## src/rtl/fetch_queue.sv

```systemverilog
// fetch_queue
//   Instruction fetch queue between the IF and ID stages of the five-stage
//   MIPS pipeline. It replaces the single IF/ID register with a DEPTH-entry
//   circular buffer of {instruction, PC+1} pairs. IF keeps fetching while ID
//   is stalled, and a taken branch/jump from ID discards every buffered entry.
//   When the queue is empty the head reads as a MIPS NOP (all zeros).
//
// Parameters
//   INS_W  instruction width
//   PC_W   PC+1 width
//   DEPTH  entry count (power of two, >= 2)
//   CNT_W  occupancy count width (must hold 0..DEPTH)
//
// Ports
//   clk       in   single clock, rising edge
//   rst_n     in   synchronous active-low reset
//   if_valid  in   IF presents a fetched instruction
//   if_ins    in   fetched instruction
//   if_pc_p1  in   PC+1 of the fetched instruction
//   if_ready  out  queue accepts a push (low = IF must hold its PC)
//   id_valid  out  head entry valid
//   id_ins    out  head instruction, 0 when empty
//   id_pc_p1  out  head PC+1, 0 when empty
//   id_ready  in   ID consumes the head this cycle
//   flush     in   taken branch/jump from ID, drop all entries
//   count     out  current occupancy, 0..DEPTH
//   ovf_err   out  sticky: push attempted while full
module fetch_queue #(
    parameter int INS_W = 32,
    parameter int PC_W  = 32,
    parameter int DEPTH = 4,
    parameter int CNT_W = $clog2(DEPTH) + 1
) (
    input  logic             clk,
    input  logic             rst_n,
    input  logic             if_valid,
    input  logic [INS_W-1:0] if_ins,
    input  logic [PC_W-1:0]  if_pc_p1,
    output logic             if_ready,
    output logic             id_valid,
    output logic [INS_W-1:0] id_ins,
    output logic [PC_W-1:0]  id_pc_p1,
    input  logic             id_ready,
    input  logic             flush,
    output logic [CNT_W-1:0] count,
    output logic             ovf_err
);

    localparam int PTR_W = $clog2(DEPTH);

    // Pointers wrap modulo DEPTH by natural overflow since DEPTH is a power of two.
    function automatic logic [PTR_W-1:0] ptr_inc(input logic [PTR_W-1:0] p);
        return p + PTR_W'(1);
    endfunction

    // Storage holds data only; it is never reset because an entry is
    // only visible while the occupancy count says it is live.
    logic [INS_W-1:0] ins_mem [DEPTH];
    logic [PC_W-1:0]  pc_mem  [DEPTH];

    logic [PTR_W-1:0] rp;
    logic [PTR_W-1:0] wp;
    logic [CNT_W-1:0] cnt;
    logic             ovf;

    logic push;
    logic pop;
    logic full;
    logic empty;

    // Handshakes derive from registered occupancy only, so no input reaches
    // an output combinationally. A full queue refuses a push even when ID
    // pops in the same cycle (no pass-through).
    assign full     = (cnt == CNT_W'(DEPTH));
    assign empty    = (cnt == '0);
    assign if_ready = ~full;
    assign id_valid = ~empty;
    assign push     = if_valid & if_ready;
    assign pop      = id_valid & id_ready;

    assign id_ins   = id_valid ? ins_mem[rp] : '0;
    assign id_pc_p1 = id_valid ? pc_mem[rp]  : '0;
    assign count    = cnt;
    assign ovf_err  = ovf;

    // Control state: reset > flush > push/pop.
    always_ff @(posedge clk) begin
        if (!rst_n) begin
            rp  <= '0;
            wp  <= '0;
            cnt <= '0;
            ovf <= 1'b0;
        end else if (flush) begin
            // Overflow flag survives a flush; only reset clears it.
            rp  <= '0;
            wp  <= '0;
            cnt <= '0;
        end else begin
            if (push) begin
                wp <= ptr_inc(wp);
            end
            if (pop) begin
                rp <= ptr_inc(rp);
            end
            unique case ({push, pop})
                2'b10:   cnt <= cnt + CNT_W'(1);
                2'b01:   cnt <= cnt - CNT_W'(1);
                default: cnt <= cnt;
            endcase
            if (if_valid && full) begin
                ovf <= 1'b1;
            end
        end
    end

    // Entry write; suppressed on reset and flush so a discarded push never lands.
    always_ff @(posedge clk) begin
        if (rst_n && !flush && push) begin
            ins_mem[wp] <= if_ins;
            pc_mem[wp]  <= if_pc_p1;
        end
    end

endmodule
```

## config.mk

```make
export PLATFORM = sky130hd
export DESIGN_NAME = fetch_queue
export DESIGN_NICKNAME = d
export VERILOG_FILES = /design/src/rtl/fetch_queue.sv
export SDC_FILE = /design/constraint.sdc
export NUM_CORES = 1
export LEC_CHECK = 0
export ABC_AREA = 0
export BUFFER_PORTS_ARGS = -buffer_cell sky130_fd_sc_hd__buf_4
export CAP_MARGIN = 20
export CORE_MARGIN = 2
export CORE_UTILIZATION = 40
export DETAILED_ROUTE_END_ITERATION = 16
export PLACE_DENSITY_LB_ADDON = 0.1
export SLEW_MARGIN = 5
export SYNTH_ARGS = -nofsm -noshare
export SYNTH_HDL_FRONTEND = slang
export SYNTH_SLANG_ARGS = --single-unit
```

## constraint.sdc

```tcl
create_clock -name clk -period 2.7 [get_ports clk]
set_clock_uncertainty 0.05 [all_clocks]
set_input_delay 0.27 -clock clk [delete_from_list [all_inputs] [get_ports clk]]
set_output_delay 0.27 -clock clk [all_outputs]
set_load 0.1 [all_outputs]
```

After elaboration in Yosys (flattened, before gate mapping)
Memory sizes are Yosys's and may differ from the RTL's. A register that Yosys moved wholly into a read port is not among the register bits.
Index checks and enable logic that the tools add are counted.
{"block": "classes", "n_eq_ne": 3, "n_mux": 9, "addsub": 4, "reduce_logical": 8, "bitwise": 6}
{"op": "$mux 32", "n": 2}
{"op": "$mux 2", "n": 4}
{"op": "$pmux 3 s2", "n": 1}
{"op": "$add 2x1->2 const B", "n": 2}
{"op": "$not 1->1", "n": 4}
{"op": "$add 3x1->3 const B", "n": 1}
{"op": "$eq 3x3->1 const B", "n": 1}
{"op": "$logic_and 1x1->1", "n": 3}
{"op": "$logic_not 3->1", "n": 1}
{"op": "$sub 3x1->3 const B", "n": 1}
{"op": "$and 1x1->1", "n": 2}
{"op": "$eq 2x1->1 const B", "n": 1}
{"op": "$eq 2x2->1 const B", "n": 1}
{"op": "$mux 1", "n": 2}
{"op": "$reduce_and 2->1", "n": 1}
{"op": "$reduce_bool 2->1", "n": 1}
{"op": "$reduce_or 2->1", "n": 1}
{"op": "$logic_not 1->1", "n": 1}
{"block": "word_totals", "mem_bits_rw": 256, "word_cells": 36, "reg_bits": 8, "out_inout_bits": 70, "memories": 2}
{"memory": "ins_mem", "depth": 4, "word_bits": 32, "rd": 1, "rd_clocked_by_memory_dff": 1, "wr": 1, "line": "58", "source": "logic [INS_W-1:0] ins_mem [DEPTH];"}
{"memory": "pc_mem", "depth": 4, "word_bits": 32, "rd": 1, "rd_clocked_by_memory_dff": 1, "wr": 1, "line": "59", "source": "logic [PC_W-1:0] pc_mem [DEPTH];"}

Depth between registers and ports, before layout
{"block": "logic_depth", "word_depth": 6, "mapped_depth": 10}

Worst setup path before layout
Ideal clock, no wire load.
{"block": "synth_timing", "path_type": "flip-flop to flip-flop", "start": "reg cnt[1] (netlist: count[1])", "end": "mem ins_mem[0][0], enable pin", "synth_period_minus_slack_ns": 3.974, "arrival_ns": 3.495, "setup_time_ns": 0.429, "path_slack_ns": -1.274, "required_ns": 2.221, "stages_incl_launch_ff": 5, "cell_sequence": "dfxtp_1 > or3b_1 > buf_2 > and2_4 > and3_1"}
{"block": "synth_via", "elab_chain_cells": 6}
{"element": "start, declared", "line": "63", "source": "logic [CNT_W-1:0] cnt;"}
{"element": "start signal, assigned", "line": "106", "source": "2'b10: cnt <= cnt + CNT_W'(1);"}
{"element": "start signal, assigned", "line": "107", "source": "2'b01: cnt <= cnt - CNT_W'(1);"}
{"element": "start signal, assigned", "line": "108", "source": "default: cnt <= cnt;"}
{"element": "$eq 3x3->1", "line": "74", "source": "assign full = (cnt == CNT_W'(DEPTH));"}
{"element": "$not 1->1", "line": "76", "source": "assign if_ready = ~full;"}
{"element": "via if_ready", "line": "39", "source": "output logic if_ready,"}
{"element": "$and 1x1->1", "line": "78", "source": "assign push = if_valid & if_ready;"}
{"element": "$logic_and 1x1->1", "line": "118", "source": "if (rst_n && !flush && push) begin"}
{"element": "$mux 1", "line": "118"}
{"element": "$mux 1 (implied by the code)", "line": "119", "source": "ins_mem[wp] <= if_ins;"}
{"element": "end, declared", "line": "58"}
The timed path passes the listed nets, and every way through them passes these cells.

==> PnR_summary.wiki <==
{| class="wikitable"
! Metric !! Value
|-
| Outcome || completed
|-
| Area growth syn-to-layout || 31.3%
|-
| Setup fix buffers added after clock tree synthesis || 0
|-
| Critical Path Start Type || flop
|-
| Hold WC Path Type || input pin to flop
|-
| Synth Area per Inst || about 22 µm²
|-
| Share of cells above drive strength 1 || 0.375
|-
| Leak || approximately 0.0046 µW
|-
| Row count || 58
|-
| Required time at the worst-slack endpoint || about 2400 ps
|-
| Number of inserted filler cells in the final layout || around 2,000
|-
| Critical path data arrival time || roughly 2300 ps
|-
| Drt initial violations || 310
|-
| Die Area || 26,900 µm²
|-
| Number of register bits inferred by synthesis || roughly 270
|-
| Mapped Area || roughly 10,000 µm²
|-
| Root Buffer Master || clkbuf_16
|-
| Most used flip-flop cell after synthesis || edfxtp_1
|-
| Setup Viol. Count Final || 0
|-
| Total global routing track utilization || 0.154
|-
| Power density over cell area || roughly 710 nW/µm²
|-
| Synth warnings || 0
|-
| X dimension of the die || 164 µm
|-
| Total count of max-transition violations in the final report || 0
|-
| TritonCTS clock tree || yes
|-
| Ports || 139
|-
| Clock H-tree levels || 1
|-
| Final hold violation count || 0
|-
| Maximum number of buffers from clock root to sink || 3
|-
| Leading cell types by total area after synthesis || edfxtp_1, mux4_2, and2_1
|-
| Max transition margin || 0.668
|-
| Estimated wirelength of the detail-placed design || about 11 mm
|-
| Die Ht || 164 µm
|-
| Biggest area consumer among synthesized cells || edfxtp_1
|-
| Global-route wire length before repair || 31.4 mm
|-
| Area of the core || between 20,000 and 30,000 µm²
|-
| Via count of the first global-routing pass || about 5,600
|-
| Net count of the finished layout || 765
|-
| Starting density of the core || 0.407
|-
| Async set-reset flop share out of synthesis || 0
|-
| IR drop worst, VDD || approximately 0.53 mV
|-
| Count of vias placed by the detailed router || 5,204
|-
| Sequential share of the synthesized area || 0.769
|-
| Number of flops mapped to enable cells by yosys || approximately 260
|-
| Worst slew pin tran || 491 ps
|-
| Residual antenna-violating net count after detailed routing || 0
|-
| Library cells used by synthesis || 30
|-
| Detail-routed net length per standard cell || around 19 µm
|-
| Critical Path Sink Type || output pin
|-
| Final period util || 0.956
|-
| Max-cap violations || 0
|-
| Clock slew seen by the registers of the worst setup and hold paths || approximately 60 ps
|-
| Number of clock buffers inserted by TritonCTS || 30
|-
| Clock period minus worst slack || between 2000 and 3000 ps
|-
| Maximum frequency from static timing analysis || about 0.39 GHz
|-
| Setup repair after global routing missed its margin || false
|-
| Number of instances in the synthesized netlist || ~460
|-
| Setup TNS || 0 ps
|-
| Antenna diode count || 0
|-
| Total grt overflow || 0
|-
| Input/output buffers || 138
|-
| Area fraction of the dominant cell type after synthesis || 0.750
|-
| Post-synthesis net count || 536
|-
| Router iterations before antenna repair || 4
|-
| DRC violation count after routing || 0
|-
| Insertion delay to the later sink of the worst-skew pair || around 540 ps
|-
| Final wirelength || about 20 mm
|-
| Final weighted congestion in routability-driven placement || 0.738
|-
| CTS Sinks || between 200 and 300
|-
| Number of vias per cell after detailed routing || around 5
|-
| Largest driver fanout on the critical path || 11
|-
| Pin count of the biggest net entering global routing || 65
|-
| Antenna violations before repair || 0
|-
| CP Class || flop to output pin
|-
| Power after layout || between 9000 and 10,000 µW
|}
report_power, final:
| part | switching, µW | leakage [µW] | internal (µW) | total, µW |
|---|---|---|---|---|
| Sequential | 15.1 | 0.00240 | 4570 | 4580 |
| Clock | 1560 | 0.000484 | 2470 | 4030 |
| Combinational | 662 | 0.00175 | 308 | 970 |
cell usage in the layout, fill, tap and decap left out, types with 2 or more instances in the layout:
master         count
a21oi_1            2
and2_1            64
and3_4             4
buf_12             8
buf_4            140
bufinv_16          4
clkbuf_1           5
clkbuf_16         32
clkinv_1           7
clkinv_2           6
clkinvlp_4         2
dfxtp_1            5
dfxtp_2            2
dfxtp_4            3
dlygate4sd3_1     67
edfxtp_1         256
ha_1               5
inv_1              7
mux4_1             4
mux4_2            60
nand4_1            2
nor2_1             6
o21ai_0            2
xor2_1             4
stage by stage:
stage	instances	util	hold slack, ps	cell area [µm²]	setup WS [ps]
3_5_place_dp	920	0.467	405	11800	259
5_1_grt	1044	0.535	86.4	13500	6.03
2_1_floorplan	461	-	319	10300	2.88
3_3_place_gp	920	0.467	407	11800	350
6_report	1044	0.535	88.8	13500	119
4_1_cts	1043	0.533	68.9	13400	8.97
cells in the mapped netlist (4+ instances only):
cell type  number
and2_1         64
and3_1          4
buf_12          6
buf_2           7
clkbuf_1        7
dfxtp_1        10
edfxtp_1      256
ha_1            5
inv_1           7
mux4_1          4
mux4_2         60
nor2_1          6
xor2_1          4
worst paths after layout:
| kind | start | endpoint | slack [ps] | cells past startpoint |
|---|---|---|---|---|
| max | flop | id_ins[31] | 120 | 4 |
| min | id_ready | rp[0]$_SDFFE_PP0P_ | 90 | 4 |
| max reg2reg | count[1]$_SDFFE_PP0P_ | count[2]$_SDFFE_PP0P_ | 190 | 9 |
| min reg2reg | wp[0]$_SDFFE_PP0P_ | wp[0]$_SDFFE_PP0P_ | 470 | 2 |
timing repair:
action                                 in CTS  in global routing
endpoints found under the hold margin     259                  0
setup endpoints to repair                   0                  9
resized for setup                           0                  4
hold buffers                               67                  0
final cells by class:
type	instances	area, µm²	area share
inverters	7	26.3	0.00195
flip-flops and latches	266	7900	0.587
repair buffers	219	1960	0.146
multi-input cells	166	2170	0.161
clock inverters	20	200	0.0149
clock buffers	36	795	0.0590
well taps	330	413	0.0307
cells by family (layout without fill, tap and decap cells):
family                   Yosys count  in the layout  share of synthesized area
AO/OA/AOI/OAI                      8              8                    0.00549
multiplexers                      64             64                      0.142
adder cells (fa/ha/maj)            6              6                    0.00805
flip-flops                       266            266                      0.769
buffers and inverters             29            282                     0.0218
AND/OR/NAND/NOR                   84             84                     0.0501
XOR/XNOR                           4              4                    0.00342
worst max-delay path: stages, from the launching register on:
cell and delay, ps:
dfxtp_4 510, buf_8 230, mux4_1 570, and2_1 180, buf_4 230
state kept, by name, indices dropped and copies added, names as in the netlist, named ones only:
name and cells:
rp 2, count 3, wp 2, ins_mem 128
ovf_err 1, pc_mem 128
per-layer routing:
metal	part of all wire	GRT usage	vias to the layer above	routed length, µm
met4	0.014	0.0391	0	295
met5	0	0	-	0
met3	0.055	0.0293	27	1120
li1	-	-	2330	-
met2	0.49	0.256	130	10000
met1	0.44	0.209	2717	8900
(Power assumes the default switching activity.)
